===== src/rtl/fetch_stage.sv =====
// Instruction-fetch stage with IF/ID pipeline register: owns the PC, applies
// hazard stalls and EX redirects, and presents the fetched bundle to decode.
module fetch_stage #(
  parameter int               XLEN      = 32,
  parameter logic [XLEN-1:0]  RESET_PC  = '0,
  parameter logic [31:0]      NOP_INSTR = 32'h0000_0013
) (
  input  logic            clk,
  input  logic            rst,
  input  logic            stall_IF,
  input  logic            stall_ID,
  input  logic            branch_taken,
  input  logic [XLEN-1:0] branch_target,
  output logic [XLEN-1:0] imem_addr,
  input  logic [31:0]     imem_rdata,
  input  logic            imem_valid,
  output logic [XLEN-1:0] IF_ID_pc,
  output logic [31:0]     IF_ID_instr,
  output logic            IF_ID_valid,
  output logic [4:0]      IF_ID_rs1,
  output logic [4:0]      IF_ID_rs2,
  output logic [15:0]     fetch_count
);

  typedef enum logic [1:0] {
    ST_BOOT = 2'd0,
    ST_RUN  = 2'd1,
    ST_WAIT = 2'd2
  } state_e;

  state_e          state_q;
  logic [XLEN-1:0] pc_q, pc_d;
  logic [XLEN-1:0] ifid_pc_q, ifid_pc_d;
  logic [31:0]     ifid_instr_q, ifid_instr_d;
  logic            ifid_valid_q, ifid_valid_d;
  logic [15:0]     count_q, count_d;

  // Highest-priority condition wins; BOOT neither fetches nor redirects.
  always_comb begin
    pc_d         = pc_q;
    ifid_pc_d    = ifid_pc_q;
    ifid_instr_d = ifid_instr_q;
    ifid_valid_d = ifid_valid_q;
    count_d      = count_q;
    if (state_q == ST_BOOT) begin
      ifid_pc_d    = '0;
      ifid_instr_d = NOP_INSTR;
      ifid_valid_d = 1'b0;
    end else if (branch_taken) begin
      pc_d         = {branch_target[XLEN-1:2], 2'b00};
      ifid_pc_d    = '0;
      ifid_instr_d = NOP_INSTR;
      ifid_valid_d = 1'b0;
    end else if (stall_ID) begin
      // IF/ID and PC both hold so the in-flight instruction is refetched later.
    end else if (stall_IF || !imem_valid) begin
      ifid_pc_d    = '0;
      ifid_instr_d = NOP_INSTR;
      ifid_valid_d = 1'b0;
    end else begin
      pc_d         = pc_q + XLEN'(4);
      ifid_pc_d    = pc_q;
      ifid_instr_d = imem_rdata;
      ifid_valid_d = 1'b1;
      count_d      = count_q + 16'd1;
    end
  end

  always_ff @(posedge clk or posedge rst) begin
    if (rst) begin
      state_q      <= ST_BOOT;
      pc_q         <= RESET_PC;
      ifid_pc_q    <= '0;
      ifid_instr_q <= NOP_INSTR;
      ifid_valid_q <= 1'b0;
      count_q      <= '0;
    end else begin
      pc_q         <= pc_d;
      ifid_pc_q    <= ifid_pc_d;
      ifid_instr_q <= ifid_instr_d;
      ifid_valid_q <= ifid_valid_d;
      count_q      <= count_d;
      case (state_q)
        ST_BOOT: state_q <= ST_RUN;
        ST_RUN: begin
          if (!branch_taken && !imem_valid && !stall_IF && !stall_ID)
            state_q <= ST_WAIT;
        end
        ST_WAIT: begin
          if (branch_taken || imem_valid) state_q <= ST_RUN;
        end
        default: state_q <= ST_BOOT;
      endcase
    end
  end

  assign imem_addr   = pc_q;
  assign IF_ID_pc    = ifid_pc_q;
  assign IF_ID_instr = ifid_instr_q;
  assign IF_ID_valid = ifid_valid_q;
  assign IF_ID_rs1   = ifid_instr_q[19:15];
  assign IF_ID_rs2   = ifid_instr_q[24:20];
  assign fetch_count = count_q;

endmodule


===== config.mk =====
export PLATFORM = sky130hd
export DESIGN_NAME = fetch_stage
export DESIGN_NICKNAME = d
export VERILOG_FILES = /design/src/rtl/fetch_stage.sv
export SDC_FILE = /design/constraint.sdc
export NUM_CORES = 1
export LEC_CHECK = 0
export ABC_AREA = 0
export BUFFER_PORTS_ARGS = -buffer_cell sky130_fd_sc_hd__buf_4
export CAP_MARGIN = 20
export CORE_MARGIN = 2
export CORE_UTILIZATION = 40
export DETAILED_ROUTE_END_ITERATION = 10
export PLACE_DENSITY = 0.78
export SLEW_MARGIN = 20
export SYNTH_ARGS = -nofsm -noshare
export SYNTH_HDL_FRONTEND = slang
export SYNTH_SLANG_ARGS = --single-unit

===== constraint.sdc =====
create_clock -name clk -period 4.88 [get_ports clk]
set_input_delay 0.976 -clock clk [delete_from_list [all_inputs] [get_ports clk]]
set_output_delay 0.976 -clock clk [all_outputs]
set_load 0.05 [all_outputs]

* Word level (Yosys, flattened, before mapping) *
Cells that the tools add are included.

storage, ports and cells
  input port bits = 70
  logic and storage cells = 50
  output and inout port bits = 123
  register bits after elaboration = 115

cells by class
  equal/unequal tests = 7
  $add $sub $neg = 2
  bitwise gates (word level) = 4
  reductions and logical operators = 13
  muxes and demuxes = 18

operators by type and width
  cell                                                 count
  2-to-1 mux 32 bit                                    11
  adder 32 x 3 -> 32 bit, second input constant        1
  adder 16 x 1 -> 16 bit, second input constant        1
  != test 2 bit, second input constant                 3
  one-hot mux 2 bit (3 select lines)                   1
  logical NOT 1 bit                                    4
  2-to-1 mux 1 bit                                     4
  2-to-1 mux 2 bit                                     2
  NOT 1 bit                                            4
  AND reduction 4 bit                                  1
  logical AND 1 bit                                    3
  != test 3 x 1 -> 1 bit, second input constant        1
  AND reduction 3 bit                                  1
  equality test 2 x 1 -> 1 bit, second input constant  1
  equality test 2 bit, second input constant           1
  logical NOT 2 bit                                    1
  logical OR 1 bit                                     2
  != test 2 x 1 -> 1 bit, second input constant        1
  AND reduction 2 bit                                  1

* Logic depth before layout (Yosys ltp) *
  word-level depth = 6
  gate-level depth with buffers = 7
  depth with buffers taken out = 6

* Worst setup path before layout *
Ideal clock, no wire load.

  path kind = in2reg
  start point = input port stall_IF
  end point = register count_q[4], in the netlist fetch_count[4]
  slack = 2.767 ns
  arrival time = 1.971 ns
  setup time = 0.142 ns
  data required time = 4.738 ns
  path buffers = 2
  stages on the path = 6
  cell sequence = nor3b_4 and2_1 buf_2 buf_2 nand4_1 xnor2_1

between the ends
  longest elaborated chain between the ends = 3

ends and longest elaborated chain
  what                           RTL line  text
  start, declared                10        input logic stall_IF,
  logical OR 1 bit               56        end else if (stall_IF || !imem_valid) begin
  NOT 1 bit (no line)            --
  AND reduction 4 bit (no line)  --
  end signal, assigned           82        count_q <= count_d;
  end, declared                  36        logic [15:0] count_q, count_d;

Every way passes these cells.
A chain may end at the register's enable or synchronous reset.

* Final worst setup path *
  start point = input port branch_taken
  end point = register pc_q[31], in the netlist imem_addr[31]

between the ends
  longest elaborated chain between the ends = 2
  elaborated cells on any way between the ends = 4
  those cells by class = 2 x eq/ne; 1 x mux; 1 x reduce/logical

ends and longest elaborated chain
  what                                                                      RTL line  text
  start, declared                                                           12        input logic branch_taken,
  != test 2 bit (no line) / != test 2 x 1 -> 1 bit (equally long branches)  --
  AND reduction 3 bit (no line)                                             --
  end signal, assigned                                                      78        pc_q <= pc_d;
  end, declared                                                             32        logic [XLEN-1:0] pc_q, pc_d;

Parallel ways exist; a longest one is shown, timed or not.

==> run metrics <==
status finished, final reports clean; Overall Power 2460 uW; Place WS 1.85 ns; delay-heaviest family, CP buffers and inverters; DP HPWL 9900 um; largest net degree at the start of global routing between 80 and 90; total wire length between 10000 and 15000 um; cts hold-fix bufs 0; count of cell types in the netlist between 50 and 60; pins over their slew limit 0; slowest cell on the critical path clkinv_1; MaxCap Viol Count 0; Stages on worst setup path 5; minimum hold slack roughly 0.46 ns; CP required roughly 5.2 ns; RSZ-0062 raised after global routing no; Worst Setup End Kind flop; asr flop ratio synth between 90% and 100%; Initial Util around 40%; number of global-route vias before repair about 4200; die footprint 13700 um^2; setup TNS 0 ns; die width around 120 um; initial antenna violation count 0; maximum VDD drop roughly 0.17 mV; Post-CTS Resized 0; first-pass GRT wire length between 20000 and 25000 um; Finished Layout Cells 813; Post-synth top flop dfrtp_1; arrival time at the worst endpoint 2.94 ns; TritonCTS clock tree yes; Setup Fix Bufs, Post-CTS 0; mean routed wirelength per cell 17.6 um; critical path's largest stage delay 0.73 ns; mapped cell area between 5000 and 6000 um^2; TritonCTS Sinks roughly 110; Initial DRC Count ~320; Worst Hold Class flop to flop; routed via count roughly 4500; count of final hold-check violations 0; Top-Level Pins between 150 and 200; register clock-pin slew on the reported worst setup and hold paths approximately 0.070 ns; grt total ovfl 0; most instantiated library cell after synthesis dfrtp_1; Worst Path Buf+Inv 2; Power Dens Cells ~360 nW/um^2; LEAKAGE roughly 0.0034 uW; Worst Path Max Fanout 38; layout cells sized above 1 a little over a third; PortBufs roughly 190; insertion delay to the later sink of the worst-skew pair 0.35 ns; Cell Chain, Critical Path buf_4 -> clkinv_1 -> nor2_1 -> a221oi_1 -> mux2i_1; busiest grt layer met2; Post-synth EDFFs 0; global-route track usage on met3 4.84%; CP Class input port to flop; setup violators final 0; row count slightly above 40; post-synth top area share 53.3%; Ant. Diodes 0; Tmin final ~2.7 ns; core area approximately 13000 um^2; Synth Area per Inst 10.7 um^2; DP Cell Count ~800; clock root buffer clkbuf_16; GR Util met2 a little under a third; Initial DRT Pass Iterations 5; CTS Buffer Depth 2; Routability Congestion around 0.84; Final ANT Viol Nets 0; post-synthesis sequential area ratio approximately 55%; most frequent cells after synthesis dfrtp_1 (109), a22o_1 (57), nand2_1 (34); Layout area overhead 33.8%; WHS Path Cells 1; Slew HR about a third; R2R depth 6; met1 GRT Util between 20% and 30%; startpoint types input port; Fmax approximately 380 MHz; Nets about 700; leading area contributor after synthesis dfrtp_1; DIE HEIGHT 117 um; # DRC 0; worst setup margin about 2.2 ns; # H-tree levels 3; worst slew pin tran between 1 and 1.5 ns; largest cells by area after synthesis dfrtp_1 (53%), a22o_1 (9.8%), nand2_1 (2.5%); flops & latches, synth 112; Setup Skew approximately 0.0085 ns; Num CTS Buffers 9; GRT Overall Usage around a fifth; Final period util about 55%; vias per std cell approximately 5.5; Yosys Warn Count 0; cell count after synthesis about 480
-- flip-flops by register name, summed over array words and instances, names as in the netlist --
register	flops
IF_ID_instr	32
IF_ID_pc	31
fetch_count	16
imem_addr	30
IF_ID_valid	1
state_q	2
-- through the flow --
stage / util [%] / area, um^2
detailed placement: 52.1 / 6550
global placement: 52.1 / 6550
CTS: 54.5 / 6850
finish: 54.5 / 6850
floorplan: - / 5120
global route: 54.5 / 6850
-- path summary, 6_finish.rpt --
check	startpoint	endpoint	slack [ns]
max reg2reg	imem_addr[2]	imem_addr[26]	2.28
min reg2reg	fetch_count[15]	fetch_count[15]	0.46
max in group asynchronous	rst	IF_ID_instr[0]	3.19
min	fetch_count[15]	fetch_count[15]	0.46
min in group asynchronous	rst	IF_ID_instr[10]	0.77
max	branch_taken	imem_addr[31]	2.22
-- routing by layer --
| metal | vias up | share of wire [%] |
|---|---|---|
| li1 | 2091 | - |
| met2 | 189 | 47 |
| met1 | 2209 | 45 |
| met4 | 0 | 0.73 |
| met3 | 10 | 6.9 |
| met5 | - | 0 |
-- kinds of logic (layout without fill, tap and decap cells) --
logic type	Yosys count	in the layout	synth area share, %
and+or+nand+nor	144	144	14.8
other	1	2	0.0733
AOI/OAI and AO/OA	146	146	20.8
DFF	112	112	54.8
xor gates and xnor gates	15	15	2.57
adders and majority gates	2	2	0.489
buffers and inverters	51	214	5.16
muxes	6	6	1.22
-- layout by cell type, fill, tap and decap left out, drive strengths merged, types with 3 or more instances in the layout --
| master | netlist | routed |
|---|---|---|
| a211oi | 4 | 4 |
| dfstp | 3 | 3 |
| a22o | 57 | 57 |
| clkbuf | 22 | 11 |
| mux2i | 4 | 4 |
| nor3 | 10 | 10 |
| inv | 4 | 4 |
| xor2 | 5 | 5 |
| buf | 24 | 193 |
| dfrtp | 109 | 109 |
| and3 | 14 | 14 |
| o22ai | 10 | 10 |
| nand2 | 35 | 35 |
| nand3 | 21 | 21 |
| o21ai | 23 | 23 |
| a31oi | 4 | 4 |
| xnor2 | 10 | 10 |
| and2 | 5 | 5 |
| nor2 | 28 | 28 |
| or3 | 4 | 4 |
| nand4 | 17 | 17 |
| o22a | 4 | 4 |
| a21o | 3 | 3 |
| clkinv | 1 | 4 |
| a21oi | 22 | 22 |
-- layout make-up --
type | instances | area, um^2
clock buffer | 11 | 243
clock inverter | 5 | 56.3
fill | 1103 | 5720
inverter | 5 | 23.8
multi-input combinational | 315 | 2050
sequential | 112 | 2810
tap | 172 | 215
timing repair buffer | 193 | 1450
-- report_power, final --
part | internal (uW) | switching, uW
Sequential | 995 | 108
Combinational | 202 | 416
Clock | 412 | 328
Total | 1610 | 852
Power figures use the tool's default switching activity.
